==> config.mk <==
export PLATFORM = sky130hd
export DESIGN_NAME = bus_initiator
export DESIGN_NICKNAME = d
export VERILOG_FILES = /design/src/rtl/bus_initiator.sv
export SDC_FILE = /design/constraint.sdc
export NUM_CORES = 1
export LEC_CHECK = 0
export CORE_MARGIN = 4
export CORE_UTILIZATION = 35
export CTS_CLUSTER_DIAMETER = 50
export DETAILED_ROUTE_END_ITERATION = 7
export HOLD_SLACK_MARGIN = 0.15
export PLACE_DENSITY = 0.77
export SETUP_SLACK_MARGIN = 0.4
export SLEW_MARGIN = 15
export SYNTH_ARGS = -nofsm -noshare
export SYNTH_HDL_FRONTEND = slang
export SYNTH_SLANG_ARGS = --single-unit
export TNS_END_PERCENT = 5
==> constraint.sdc <==
create_clock -name clk_i -period 3.5 [get_ports clk_i]
set_clock_uncertainty 0.05 [all_clocks]
set_input_delay 1.05 -clock clk_i [delete_from_list [all_inputs] [get_ports clk_i]]
set_output_delay 1.05 -clock clk_i [all_outputs]
set_load 0.02 [all_outputs]
==> src/rtl/bus_initiator.sv <==
// bus_initiator: turns one accepted command into a single request on a simple
// req/ack bus, then returns a one-cycle completion strobe.
// A write completes when the responder acks it. A read is acked first and
// completes later, when the responder strobes bus_resp_i.
// Optional build macro BUS_INITIATOR_TIMEOUT_EN adds a watchdog. It aborts a
// transaction that has spent BUS_TIMEOUT cycles in REQ+WAIT and reports it with
// rsp_err_o=1 and all-ones data. Without the macro, rsp_err_o is tied to 0.
module bus_initiator #(
  parameter int unsigned BUS_TIMEOUT = 100
) (
  input  logic        clk_i,
  input  logic        rst_ni,
  input  logic        cmd_req_i,
  output logic        cmd_ack_o,
  input  logic        cmd_we_i,
  input  logic [31:0] cmd_addr_bi,
  input  logic [3:0]  cmd_be_bi,
  input  logic [31:0] cmd_wdata_bi,
  output logic        bus_req_o,
  output logic        bus_we_o,
  output logic [31:0] bus_addr_bo,
  output logic [3:0]  bus_be_bo,
  output logic [31:0] bus_wdata_bo,
  input  logic        bus_ack_i,
  input  logic        bus_resp_i,
  input  logic [31:0] bus_rdata_bi,
  output logic        rsp_req_o,
  output logic [31:0] rsp_rdata_bo,
  output logic        rsp_err_o,
  output logic        busy_o
);

  typedef enum logic [1:0] {
    IDLE = 2'd0,
    REQ  = 2'd1,
    WAIT = 2'd2
  } state_t;

  state_t state;

  assign cmd_ack_o = (state == IDLE);
  assign busy_o    = (state != IDLE);

`ifdef BUS_INITIATOR_TIMEOUT_EN
  localparam int unsigned CNT_W = (BUS_TIMEOUT > 2) ? $clog2(BUS_TIMEOUT) : 1;
  localparam logic [CNT_W-1:0] TERM = CNT_W'(BUS_TIMEOUT - 1);

  logic [CNT_W-1:0] tmo_cnt;
  logic             tmo_hit;
  logic             rsp_err_q;

  assign tmo_hit   = (state != IDLE) && (tmo_cnt == TERM);
  assign rsp_err_o = rsp_err_q;

  // Watchdog: zero while idle, so it starts at 0 in the first REQ cycle.
  // It cannot wrap, because reaching TERM forces the FSM back to IDLE.
  always_ff @(posedge clk_i or negedge rst_ni) begin
    if (!rst_ni) begin
      tmo_cnt <= '0;
    end else if (state == IDLE) begin
      tmo_cnt <= '0;
    end else begin
      tmo_cnt <= tmo_cnt + 1'b1;
    end
  end
`else
  assign rsp_err_o = 1'b0;
`endif

  // Transaction FSM with registered bus request and completion outputs.
  // A completion seen at the terminal count takes priority over the timeout.
  always_ff @(posedge clk_i or negedge rst_ni) begin
    if (!rst_ni) begin
      state        <= IDLE;
      bus_req_o    <= 1'b0;
      bus_we_o     <= 1'b0;
      bus_addr_bo  <= '0;
      bus_be_bo    <= '0;
      bus_wdata_bo <= '0;
      rsp_req_o    <= 1'b0;
      rsp_rdata_bo <= '0;
`ifdef BUS_INITIATOR_TIMEOUT_EN
      rsp_err_q    <= 1'b0;
`endif
    end else begin
      rsp_req_o <= 1'b0;
`ifdef BUS_INITIATOR_TIMEOUT_EN
      rsp_err_q <= 1'b0;
`endif
      case (state)
        IDLE: begin
          if (cmd_req_i) begin
            bus_we_o     <= cmd_we_i;
            bus_addr_bo  <= cmd_addr_bi;
            bus_be_bo    <= cmd_be_bi;
            bus_wdata_bo <= cmd_wdata_bi;
            bus_req_o    <= 1'b1;
            state        <= REQ;
          end
        end

        REQ: begin
          if (bus_ack_i && bus_we_o) begin
            bus_req_o    <= 1'b0;
            rsp_req_o    <= 1'b1;
            rsp_rdata_bo <= '0;
            state        <= IDLE;
          end
`ifdef BUS_INITIATOR_TIMEOUT_EN
          else if (tmo_hit) begin
            bus_req_o    <= 1'b0;
            rsp_req_o    <= 1'b1;
            rsp_rdata_bo <= 32'hFFFF_FFFF;
            rsp_err_q    <= 1'b1;
            state        <= IDLE;
          end
`endif
          else if (bus_ack_i) begin
            bus_req_o <= 1'b0;
            state     <= WAIT;
          end
        end

        WAIT: begin
          if (bus_resp_i) begin
            rsp_req_o    <= 1'b1;
            rsp_rdata_bo <= bus_rdata_bi;
            state        <= IDLE;
          end
`ifdef BUS_INITIATOR_TIMEOUT_EN
          else if (tmo_hit) begin
            rsp_req_o    <= 1'b1;
            rsp_rdata_bo <= 32'hFFFF_FFFF;
            rsp_err_q    <= 1'b1;
            state        <= IDLE;
          end
`endif
        end

        default: begin
          bus_req_o <= 1'b0;
          state     <= IDLE;
        end
      endcase
    end
  end

endmodule

# Word level (Yosys, flattened, before mapping)
# Index checks and enable logic that the tools add are counted.
# totals
ff_bits,105
output_inout_bits,106
in_bits,106
elab_cells,38
# op_classes
n_mux,15
bitwise,1
n_eq_ne,6
n_reduce_logical,8
# op_table
op,n
two-way mux 32 bit,2
case mux 32 bit (2 select lines),1
AND reduction 3 bit,3
two-way mux 2 bit,4
"inequality test 2 bit, second input constant",3
case mux 2 bit (3 select lines),1
two-way mux 1 bit,5
nonzero test 2 bit,2
"inequality test 3 bit, second input constant",1
case mux 1 bit (3 select lines),1
"== test 2 x 1 -> 1 bit, second input constant",1
"== test 2 bit, second input constant",1
zero test 2 bit,1
case mux 1 bit (2 select lines),1
AND reduction 2 bit,1
logical AND 1 bit,1
inverter 1 bit,1

# Depth between registers and ports, before layout
# Gate-level depths: netlist of run 1.
# logic_depth
word_depth,3
mapped_depth,6
ltp_nobuf,5

# Worst setup path before layout of run 1
# Ideal clock, no wire load.
# synth_path
path_kind,flip-flop to output port
startpoint,reg state[0]
endpoint,out busy_o
required_time_ps,2400
arrival_ps,998
path_stages_with_launch,4
setup_slack_ps,1402
path_cell_list,dfrtp_1 > inv_1 > ha_1 > inv_1
# synth_between
elab_chain_len,1
# synth_lines
item,line,source
from (decl),39,state_t state;
from (signal assigned),74,state <= IDLE;
from (signal assigned),98,state <= REQ;
from (signal assigned),107,state <= IDLE;
nonzero test 2 bit,42,assign busy_o = (state != IDLE);
to (decl),30,output logic busy_o
# Every way passes these cells.

# Worst setup path after layout of run 1
# layout_path
startpoint,reg state[1]
endpoint,out cmd_ack_o
# layout_between
elab_chain_len,1
# layout_lines
item,line,source
zero test 2 bit,41,assign cmd_ack_o = (state == IDLE);
to (decl),14,"output logic cmd_ack_o,"
# Every way passes these cells.

==> results.ini, run 1 <==
[job]
cap_violations = 0

[power]
ir_worst_vdd_v = 0.000477
p_leak_nw = 2.88
p_per_area_nw_per_um2 = 985

[drt]
drc_errors = 0
antenna_left = 0
via_per_inst = 4.59
dr.pass1.iters = 4
first_iter_violations = 191
totalWireLength_um = 10900
vias = 3088
wl_per_cell_um = 16.3

[cells_and_area]
nets = 632
fillers = 1006
antenna_cells = 0
area_delta_synth_final_pct = 60.1
final_layout_size_suffix_gt1_frac = 0.184
final_cell_count_no_fill = 673
post-route-util = 0.571

[cts]
cts-buffers-inserted = 9
clk_path_buf_depth = 2
cts-root-buf = clkbuf_16
path_clk_slew_ns = 0.07
cts_sinks = 105
clock_latency_ns = 0.34
post_cts_resized = 0
h-tree-depth = 3
post-cts-setup-buffer-count = 0
holdBufCountCts = 0
cts_tree = built

[worst_setup_path]
worstPathCellList = inv_1 -> ha_1 -> clkdlybuf4s50_1
crit_slowest_cell = clkdlybuf4s50_1
path_max_fanout = 6
worstPathRequired_ns = 2.40
cp.arrival_ns = 1.83
cp-end-kind = output pin
critical_path_class = register to output pin
path_buf_inv = 2
cpPeakStageDelay_ns = 0.65
start_kind = register
crit_family = buffers and inverters

[synthesis]
synth_cells = 310
synth-main-ff-cell = dfrtp_1
synth.distinct_cells = 22
seq_area_frac_synth = 0.613
synthArstFlopShare = 1.00
synth-edff-count = 0
synthMostInstantiatedCell = dfrtp_1
yosys-top-cells-area = dfrtp_1, mux2_2, mux2i_1
yosys_register_bits = 105
synth_area_per_cell_um2 = 13.8
synth_top_area_share = 0.613
synth_nets = 421
ys_warn_count = 0
synthTopCellsByCount = dfrtp_1, mux2_2, inv_1, nand2_1, mux2i_1
syn_area_um2 = 4280
yosysTopAreaCell = dfrtp_1

[global_route]
gr-total-overflow = 0
grt_pass1_wl_um = 17900
grt_usage = 0.160
grt_max_degree = 50
antenna_found_initial = 0
grt_pass1_vias = 3525

[die]
ios = 212
die_h_um = 119
dieWidth_um = 119
core-area_um2 = 12000
initial_core_util = 0.357
num_rows = 40
dieArea_um2 = 14100

[sta]
fmax_mhz = 341
setup_viol = 0
setup_tns_ns = 0
layout_min_cycle_time_ns = 2.93
hold_viol_final = 0
worst_pin_slew_ns = 0.647
fin_hold_ws_ns = 0.454
rsz0062_at_grt = false
fin_crit_sh = 0.837
slew-limit-headroom = 0.568
drv_slew = 0

[hold_path]
hp-class = register to register

[placement]
port_buffers = 210
routabilityCongestion = 0.732
dpl.hpwl_um = 8270
dp.cells = 657

[run_status]
status = completed

==> sequential cells by signal, indices dropped and copies added (netlist names) <==
register,flops
bus_addr_bo,32
bus_wdata_bo,32
rsp_rdata_bo,32
bus_be_bo,4
state,2
bus_req_o,1
bus_we_o,1
rsp_req_o,1
==> path summary, 6_finish.rpt <==
kind	end	cells past startpoint	start	slack (ns)
min	bus_addr_bo[12]	1	bus_addr_bo[12]	0.45
max	cmd_ack_o	3	state[1]	0.57
min reg2reg	bus_addr_bo[12]	1	bus_addr_bo[12]	0.45
min in group asynchronous	rsp_rdata_bo[0]	1	rst_ni	0.67
max reg2reg	rsp_rdata_bo[10]	6	state[0]	1.50
max in group asynchronous	bus_wdata_bo[21]	2	rst_ni	2.04
==> stage by stage <==
| stage | power [mW] | area, um2 | setup slack, ns |
|---|---|---|---|
| 4_1_cts | 6.84 | 6860 | 0.523 |
| 2_1_floorplan | 4.04 | 4280 | 1.40 |
| 3_3_place_gp | 5.55 | 6510 | 0.763 |
| 5_1_grt | 7.13 | 6860 | 0.454 |
| 3_5_place_dp | 5.65 | 6510 | 0.683 |
| 6_report | 6.75 | 6860 | 0.571 |
==> where the power goes <==
group          internal [mW]  leakage, nW  total, mW  switching [mW]
sequential              1.82         1.30       2.16           0.335
combinational           1.79         1.41       3.44            1.65
clock                  0.718        0.166       1.16           0.439
==> area by class of cell <==
class                           instances  area (um2)  area share
Sequential cell                       105        2630       0.383
Timing Repair Buffer                  215        2150       0.313
Multi-Input combinational cell        155        1420       0.207
Clock buffer                           11         243      0.0354
Tap cell                              147         184      0.0268
Inverter                               35         131      0.0192
Clock inverter                          5         103      0.0150
==> per-layer routing <==
layer  global-route usage  part of all wire  vias to the layer above
li1                     -                 -                     1439
met1                0.179              0.39                     1507
met2                0.267              0.49                      131
met3               0.0713             0.099                       11
met4               0.0608             0.016                        0
met5                    0                 0                        -
==> cell families (layout without fill, tap and decap cells) <==
| kind of cell | count (synthesis) | in the layout | synth area share |
|---|---|---|---|
| other cells | 1 | 1 | 0.000875 |
| fa+ha+maj | 5 | 5 | 0.0146 |
| flops | 105 | 105 | 0.613 |
| buf+inv | 50 | 266 | 0.0561 |
| compound gates | 4 | 4 | 0.0120 |
| mux | 102 | 102 | 0.258 |
| simple gates | 43 | 43 | 0.0447 |
==> cells in the final DEF, fill, tap and decap left out <==
cell             instances
conb_1                   1
mux2i_1                 33
nor3_1                   1
nor2b_1                  2
nand2_2                  2
clkinv_2                 1
and2b_1                  1
buf_4                    5
nor2_1                   1
clkbuf_16                9
clkinvlp_4               1
ha_1                     4
mux2_2                  69
o32a_2                   2
bufinv_16                3
nor2b_4                  1
clkbuf_8                 1
nor3b_1                  2
clkdlybuf4s50_1        209
a32oi_1                  1
clkbuf_1                 1
nand2_1                 33
inv_1                   35
ha_2                     1
dfrtp_1                105
buf_12                   1
a211oi_4                 1
Note: power is estimated with default switching activity, not from simulation.
==> run 2, diff against run 1 <==
==> constraint.sdc (replaced) <==
create_clock -name clk_i -period 3.02 [get_ports clk_i]
set_clock_uncertainty 0.05 [all_clocks]
set_input_delay 0.906 -clock clk_i [delete_from_list [all_inputs] [get_ports clk_i]]
set_output_delay 0.906 -clock clk_i [all_outputs]
set_load 0.02 [all_outputs]
==> run 2 against run 1 <==
  * Die area is the same
  * Design area shrank 0.68%
  * Non-clock buffer count is the same
  * Setup slack lost 0.057 ns
  * Global-route usage shrank 0.56 points
  * Register-to-register slack lost 0.30 ns
  * Clock-buffer cell count grew 2
  * Cell count is the same
  * Largest power group unchanged
  * Highest routed layer unchanged
==> results.ini, run 2 (synthesis results as in run 1) <==
[die]
dieWidth_um = 119  ; unchanged
ios = 212  ; unchanged
num_rows = 40  ; unchanged
dieArea_um2 = 14100  ; unchanged
initial_core_util = 0.357  ; unchanged
core-area_um2 = 12000  ; unchanged
die_h_um = 119  ; unchanged

[drt]
vias = 3092  ; +0.13%
wl_per_cell_um = 15.9  ; -2.1%
antenna_left = 0  ; unchanged
first_iter_violations = 98  ; -49%
dr.pass1.iters = 4  ; unchanged
via_per_inst = 4.59  ; +0.13%
drc_errors = 0  ; unchanged
totalWireLength_um = 10700  ; -2.1%

[cells_and_area]
seq_area_um2 = 2630  ; unchanged
area_delta_synth_final_pct = 59.0
final_layout_size_suffix_gt1_frac = 0.181  ; -0.00380
mostFrequentLayoutCell = clkdlybuf4s50_1
multiInputGateArea_um2 = 1420  ; -0.18%
antenna_cells = 0  ; unchanged
finish.instance_area_um2 = 6810  ; -0.68%
nets = 632  ; unchanged
fillers = 1019  ; +1.3%
top_regs = bus_addr_bo (32), bus_wdata_bo (32), rsp_rdata_bo (32)
most-common-layout-cells = clkdlybuf4s50_1, dfrtp_1, mux2_2, inv_1

[hold_path]
min_from = bus_req_o
hp-class = register to register
hold_end = bus_req_o
min_path_cells = 1  ; unchanged

[worst_setup_path]
r2r_start = state[0]
critical_path_class = register to output pin
reg2reg_to = bus_wdata_bo[10]
crit_slowest_cell = dfrtp_1
cpPeakStageDelay_ns = 0.42  ; -0.23 ns
cp-end-kind = output pin
worstPathCellList = inv_1 -> ha_1 -> dlygate4sd2_1
path_max_fanout = 6  ; unchanged
reg2regPathDepth = 5  ; -1
critPathLaunch = state[0]
cp.arrival_ns = 1.55  ; -0.28 ns
start_kind = register
worstPathRequired_ns = 2.06  ; -0.34 ns
regToRegSetupSlack_ns = 1.20  ; -0.30 ns

[sta]
fin_crit_sh = 0.830
drv_slew = 0  ; unchanged
worst_pin_slew_ns = 0.579  ; -0.0686 ns
setup_viol = 0  ; unchanged
hold_viol_final = 0  ; unchanged
fmax_mhz = 399
setup_tns_ns = 0  ; unchanged
fin_hold_ws_ns = 0.446  ; -0.00842 ns
layout_min_cycle_time_ns = 2.51
rsz0062_at_grt = true
slew-limit-headroom = 0.614  ; +0.0457

[global_route]
grt_pass1_wl_um = 17300  ; -3.3%
grt_pass1_vias = 3339  ; -5.3%
gr-total-overflow = 0  ; unchanged
antenna_found_initial = 0  ; unchanged
grt_usage = 0.154  ; -0.00560
grt_max_degree = 70  ; +40%

[power]
comb_power_share = 0.529  ; +0.020
power.share.clock = 0.143  ; -0.028
p_sw_mw = 2.78  ; +15%
p_int_mw = 4.80  ; +11%
p_seq_frac = 0.328  ; +0.009
p_sw_frac = 0.367  ; +0.00760
p_leak_nw = 2.87  ; -0.14%
p_per_area_nw_per_um2 = 1110  ; +13%
ir_worst_vdd_v = 0.000573  ; +20%
power_mw = 7.59  ; +12%

[run_status]
status = completed

[job]
cap_violations = 0  ; unchanged

[cts]
cts-root-buf = clkbuf_16
clock_latency_ns = 0.34  ; about the same
h-tree-depth = 3  ; unchanged
cts-buffers-inserted = 9  ; unchanged
clk_path_buf_depth = 2  ; unchanged
cts_sinks = 105  ; unchanged
cts_tree = built
path_clk_slew_ns = 0.06  ; about the same

[placement]
placed_area_um2 = 6540  ; +0.38%
routabilityCongestion = 0.741  ; +1.3%
port_buffers = 210  ; unchanged
dpl.hpwl_um = 7980  ; -3.5%

[run 2: cell count changes in the layout (fill, tap and decap cells not counted), sizes merged]
cell           previous run  this run
bufinv                    3         0
clkbuf                   11        13
clkdlybuf4s50           209       207
clkinv                    1         3
clkinvlp                  1         0
dlygate4sd2               0         1
dlymetal6s2s              0         1
[run 2: area by class of cell]
| type | instances | share of cell area |
|---|---|---|
| clock buffer | 13 | 0.0382 |
| sequential | 105 | 0.386 |
| tap | 147 | 0.0270 |
| clock inverter | 3 | 0.00220 |
| multi-input combinational | 155 | 0.208 |
| inverter | 35 | 0.0193 |
| timing repair buffer | 215 | 0.319 |
[run 2: worst max path at each step]
stage | endpoint | slack (ns) | depth (start not counted)
2_1_floorplan | busy_o | 1.07 | 3
3_3_place_gp | cmd_ack_o | 0.62 | 3
3_5_place_dp | rsp_rdata_bo[10] | 0.55 | 5
4_1_cts | busy_o | 0.22 | 4
5_1_grt | cmd_ack_o | 0.40 | 3
6_report | cmd_ack_o | 0.51 | 3
[run 2: repair_timing]
action | 4_1_cts | 5_1_grt
resized for setup | 1 | 1
hold buffers | 0 | 0
buffers inserted | 0 | 0
endpoints found under the setup margin | 2 | 2
[run 2: metal layers]
metal,vias up,part of all wire,track usage
li1,1435,-,-
met1,1513,0.40,0.182
met2,133,0.48,0.252
met3,11,0.096,0.0603
met4,0,0.016,0.0608
met5,-,0,0
[run 2: critical path, delay by kind of cell, from the launching register on]
family / cells / cell delay [ns]
DFF: 1 / 0.42
adders and majority gates: 1 / 0.31
buffers and inverters: 2 / 0.49
[run 2: stage by stage]
step                setup slack [ns]   util  instances
floorplan                       1.07      -        310
global placement               0.618  0.544        657
detailed placement             0.551  0.544        657
CTS                            0.221  0.567        673
global route                   0.399  0.567        673
finish                         0.514  0.567        673
[run 2: power by group through the flow]
stage               combinational, mW  sequential, mW  clock [mW]
CTS                              4.07            2.49        1.13
finish                           4.01            2.49        1.09
floorplan                        1.34            3.34           0
detailed placement               4.06            2.51           0
global route                     4.25            2.57        1.19
global placement                 3.99            2.48           0
